`config.mk`:
```
export PLATFORM = sky130hd
export DESIGN_NAME = controle_de_busca
export DESIGN_NICKNAME = d
export VERILOG_FILES = /design/src/rtl/pacote_sistema.sv /design/src/rtl/contador_de_programa.sv /design/src/rtl/controle_de_busca.sv
export SDC_FILE = /design/constraint.sdc
export NUM_CORES = 1
export LEC_CHECK = 0
export CAP_MARGIN = 10
export CELL_PAD_IN_SITES_DETAIL_PLACEMENT = 1
export CELL_PAD_IN_SITES_GLOBAL_PLACEMENT = 1
export CORE_MARGIN = 2
export CORE_UTILIZATION = 25
export DETAILED_ROUTE_END_ITERATION = 8
export PLACE_DENSITY_LB_ADDON = 0.08
export SYNTH_ARGS = -nofsm -noshare
export SYNTH_HDL_FRONTEND = slang
export SYNTH_SLANG_ARGS = --single-unit
```
`constraint.sdc`:
```
create_clock -name clock -period 2.04 [get_ports clock]
set_input_delay 0.408 -clock clock [delete_from_list [all_inputs] [get_ports clock]]
set_output_delay 0.408 -clock clock [all_outputs]
set_load 0.01 [all_outputs]
```
`src/rtl/pacote_sistema.sv`:
```
// Shared constants for the instruction fetch path: opcode values, instruction field
// positions and the fetch sequencer state encoding.
package pacote_sistema;

  localparam int unsigned OPCODE_MSB = 31;
  localparam int unsigned OPCODE_LSB = 27;

  localparam logic [4:0] OPCODE_HLT = 5'd18;
  localparam logic [4:0] OPCODE_LI  = 5'd25;

  typedef enum logic [1:0] {
    Ocioso,
    Executa,
    Parado,
    Erro
  } estado_t;

endpackage

```
`src/rtl/contador_de_programa.sv`:
```
// Program counter register: load has priority over increment, otherwise it holds.
module contador_de_programa #(
  parameter logic [31:0] PC_INICIAL = 32'd1
) (
  input  logic        clock,
  input  logic        reset,
  input  logic        carregar,
  input  logic        incrementar,
  input  logic [31:0] valor,
  output logic [31:0] pc
);

  always_ff @(posedge clock) begin
    if (reset) begin
      pc <= PC_INICIAL;
    end else if (carregar) begin
      pc <= valor;
    end else if (incrementar) begin
      pc <= pc + 32'd1;
    end
  end

endmodule

```
`src/rtl/controle_de_busca.sv`:
```
// Instruction fetch sequencer: loads the program into instruction memory, then fetches
// into the instruction register, honouring stall, branch and hlt.
module controle_de_busca #(
  parameter int unsigned PROFUNDIDADE = 32,
  parameter logic [31:0] PC_INICIAL   = 32'd1,
  parameter logic [4:0]  OPCODE_HLT   = pacote_sistema::OPCODE_HLT
) (
  input  logic        clock,
  input  logic        reset,
  input  logic        iniciar,
  input  logic        carga_valida,
  input  logic [31:0] carga_dado,
  input  logic        carga_fim,
  output logic        carga_pronto,
  output logic        mem_escrita,
  output logic [31:0] mem_endereco_escrita,
  output logic [31:0] mem_dado_escrita,
  output logic [31:0] endereco,
  input  logic [31:0] instrucao,
  input  logic        espera,
  input  logic        desvio,
  input  logic [31:0] destino,
  output logic [31:0] ir,
  output logic        ir_valido,
  output logic        parado,
  output logic        erro
);
  import pacote_sistema::*;

  localparam logic [31:0] LIMITE = 32'(PROFUNDIDADE);

  estado_t     estado_q;
  logic [31:0] ponteiro_q;
  logic [31:0] ir_q;
  logic        ir_valido_q;
  logic        parado_q;
  logic        erro_q;

  logic [31:0] pc;
  logic [31:0] pc_valor;
  logic        pc_carregar;
  logic        pc_incrementar;
  logic        pc_fora;
  logic        ponteiro_fora;
  logic        e_hlt;

  assign pc_fora       = pc >= LIMITE;
  assign ponteiro_fora = ponteiro_q >= LIMITE;
  assign e_hlt         = instrucao[OPCODE_MSB:OPCODE_LSB] == OPCODE_HLT;

  contador_de_programa #(
    .PC_INICIAL(PC_INICIAL)
  ) u_contador_de_programa (
    .clock      (clock),
    .reset      (reset),
    .carregar   (pc_carregar),
    .incrementar(pc_incrementar),
    .valor      (pc_valor),
    .pc         (pc)
  );

  // PC moves only on a real fetch; hlt and out-of-range fetches leave it in place.
  always_comb begin
    pc_carregar    = 1'b0;
    pc_incrementar = 1'b0;
    pc_valor       = PC_INICIAL;
    unique case (estado_q)
      Ocioso:  pc_carregar = iniciar && !carga_valida;
      Executa: begin
        if (desvio) begin
          pc_carregar = 1'b1;
          pc_valor    = destino;
        end else if (!espera && !pc_fora && !e_hlt) begin
          pc_incrementar = 1'b1;
        end
      end
      Parado:  pc_carregar = iniciar;
      Erro:    ;
    endcase
  end

  assign carga_pronto         = estado_q == Ocioso;
  assign mem_escrita          = (estado_q == Ocioso) && carga_valida && !ponteiro_fora;
  assign mem_endereco_escrita = ponteiro_q;
  assign mem_dado_escrita     = carga_dado;
  assign endereco             = pc;
  assign ir                   = ir_q;
  assign ir_valido            = ir_valido_q;
  assign parado               = parado_q;
  assign erro                 = erro_q;

  always_ff @(posedge clock) begin
    if (reset) begin
      estado_q    <= Ocioso;
      ponteiro_q  <= PC_INICIAL;
      ir_q        <= 32'd0;
      ir_valido_q <= 1'b0;
      parado_q    <= 1'b0;
      erro_q      <= 1'b0;
    end else begin
      unique case (estado_q)
        Ocioso: begin
          if (carga_valida) begin
            if (ponteiro_fora) begin
              estado_q <= Erro;
              erro_q   <= 1'b1;
            end else begin
              ponteiro_q <= carga_fim ? PC_INICIAL : ponteiro_q + 32'd1;
            end
          end else if (iniciar) begin
            estado_q <= Executa;
          end
        end
        Executa: begin
          if (desvio) begin
            ir_valido_q <= 1'b0;
          end else if (!espera) begin
            if (pc_fora) begin
              ir_valido_q <= 1'b0;
              estado_q    <= Erro;
              erro_q      <= 1'b1;
            end else begin
              ir_q        <= instrucao;
              ir_valido_q <= 1'b1;
              if (e_hlt) begin
                estado_q <= Parado;
                parado_q <= 1'b1;
              end
            end
          end
        end
        Parado: begin
          ir_valido_q <= 1'b0;
          if (iniciar) begin
            estado_q <= Executa;
            parado_q <= 1'b0;
          end
        end
        Erro: ir_valido_q <= 1'b0;
      endcase
    end
  end

endmodule

```
==> out/metrics.cfg <==
[clock_network]
cts_tree=done
cts_hold_buffers=0
clockBufferDepth=2
clk_latency_ns=0.35
cts.sinks=101
clkTransAtPathRegs_ns=0.07
htreeDepth=3
cts_root_buffer=clkbuf_16
cts_inserted_buffers=9

[setup_path]
end_kind=output pin
critPathMaxFanout=2
worstSetupPathType=flip-flop to output pin
required_ns=1.63
cp.arrival_ns=1.65
crit_path_start_kind=flip-flop

[finish]
final_nets=801
antenna_cells=0
final_util_pct=42.6
syn_to_final_growth_pct=68.5
seqCellArea_sq_um=2030
finalNonFillerCells=920
fill_cells=1947
multi_input_area_sq_um=2070
drive_gt1_share_pct=21.4

[global_routing]
grt_max_degree=28
grt_pass1_wl_mm=23.0
antenna_found_initial=0
grt.total_usage_pct=15.8
grt_remaining_overflow=0
first_global_vias=4396

[timing]
fin_skew_ns=0.00622
rsz0062_at_grt=yes
setup_ws_ns=-0.0210
worst_pin_slew_ns=0.522
maxSlewViolCount=0
period_share_pct=101
clock.fmax_ghz=0.485
finalSetupViolCount=1
hold_violations=0
maxSlewHeadroom_pct=65.2
final.setup.tns_ns=-0.0210
period_minus_slack_ns=2.06

[routing]
drt-total-wl_mm=15.1
ant_nets=0
drc_errors=0
wl_per_cell_um=16.4
first_pass_iters=4
vias=4291
first_iter_violations=129
viasPerCell=4.66

[synth]
synth-edff-count=0
ys_ff_latch=101
synth_fa_ha_area_share_pct=2.32
synth_area_sq_um=4310
yosys.area.top_type=dfxtp_1
synthArstFlopShare_pct=0
synthMuxAreaShare_pct=0.697
synth_most_common_cell=dfxtp_1
syn_nets=583
syn_inst=472
syn_avg_cell_area_sq_um=9.13
synth_common_cells=dfxtp_1 (101), nand2_1 (81), a21oi_1 (43)
synth.area.top_cells=dfxtp_1 (47%), nand2_1 (7.1%), buf_4 (5.9%)
yosysSeqAreaShare_pct=46.9
synth_compound_area_share_pct=17.0
ys_warn_count=0
ys.flop_type=dfxtp_1
synth-simple-area-share_pct=22.7
synth_xor_area_share_pct=0.610
synth_cell_types=57
netlist.area_leader.share_pct=46.9
synth_top_family_by_area=simple AND/OR/NAND/NOR gates

[floorplan]
io_pins=236
die_h_um=135
die_w_um=135
initial_utilization_pct=25.3
core.rowCount=48
fp.coreArea_sq_um=17100
die_area_sq_um=18300

[power_and_ir_drop]
powerDensity_nw_per_um2=895
vdd_drop_max_mv=0.473
p_total_uw=6490
leakage_uw=0.00281

[place]
dp_hpwl_mm=11.2
portBuffers=171
place_inst=892
place_ws_ns=-0.439
routabilityCongestion=0.821

[flow_run]
max_cap_viol_count=0

[run_status]
violations=setup timing
status=finished, violations left

[min_path]
hp-class=flip-flop to flip-flop

through the flow:
stage / cell area, sq um / hold slack [ns]
6_report: 7260 / 0.450
3_5_place_dp: 6580 / 0.444
2_1_floorplan: 4310 / 0.468
3_3_place_gp: 6580 / 0.437
5_1_grt: 7260 / 0.471
4_1_cts: 7000 / 0.455
critical path, cell delays in order, from the launching register on:
cell     delay (ns)
dfxtp_2        0.33
nor4_2         0.25
buf_4          0.15
nand4_1        0.14
nor3_2         0.26
buf_2          0.18
sequential cells by signal, summed over array words and instances, names as in the netlist:
signal	cells
estado_q	2
parado	1
u_contador_de_programa.pc	32
mem_endereco_escrita	32
erro	1
ir_valido	1
ir	32
routing by layer:
layer	vias to the layer above	global-route usage, %	share of wire (%)
met4	0	5.38	1.4
met5	-	0	0
li1	2075	-	-
met3	22	4.83	7.1
met2	126	25.6	46
met1	2068	20.1	45
cell usage in the layout, fill, tap and decap left out, drive strengths merged, types with 9 or more instances in the layout:
| cell type | count |
|---|---|
| nor3 | 13 |
| clkbuf | 12 |
| clkdlybuf4s50 | 169 |
| buf | 91 |
| a211oi | 9 |
| nor4 | 17 |
| nand2 | 81 |
| and2 | 30 |
| dfxtp | 101 |
| a22o | 19 |
| a21oi | 44 |
| inv | 15 |
area by class of cell:
type	instances	area share, %
Clock buffer	10	3.29
Tap cell	225	3.88
Timing Repair Buffer	262	34.4
Sequential cell	101	27.9
Clock inverter	6	1.29
Inverter	14	0.724
Multi-Input combinational cell	302	28.5
kinds of logic after synthesis:
kind of cell,after synthesis
AND/OR/NAND/NOR,181
flip-flops,101
adder cells (fa/ha/maj),8
AO/OA/AOI/OAI,107
buffers and inverters,69
multiplexers,3
XOR/XNOR,3
final timing paths:
kind                                              startpoint  slack (ns)  cells after the start                            to
worst max-delay path                mem_endereco_escrita[11]       -0.02                      5                   mem_escrita
worst min-delay path                                  ir[24]        0.45                      2                        ir[24]
worst max register to register  u_contador_de_programa.pc[6]        0.08                      6  u_contador_de_programa.pc[1]
worst min register to register                        ir[24]        0.45                      2                        ir[24]
timing repair:
item                                    CTS  global route
setup buffers                             2             7
cloned                                    0             4
gates resized for setup                  22            34
pin swaps                                 6             5
endpoints found under the setup margin   90            89
report_power, final:
group	total, uW	internal [uW]	switching [uW]
sequential	2280	2130	155
clock	1940	1120	814
combinational	2270	1210	1060
total	6490	4470	2030
Note: power is estimated with default switching activity, not from simulation.
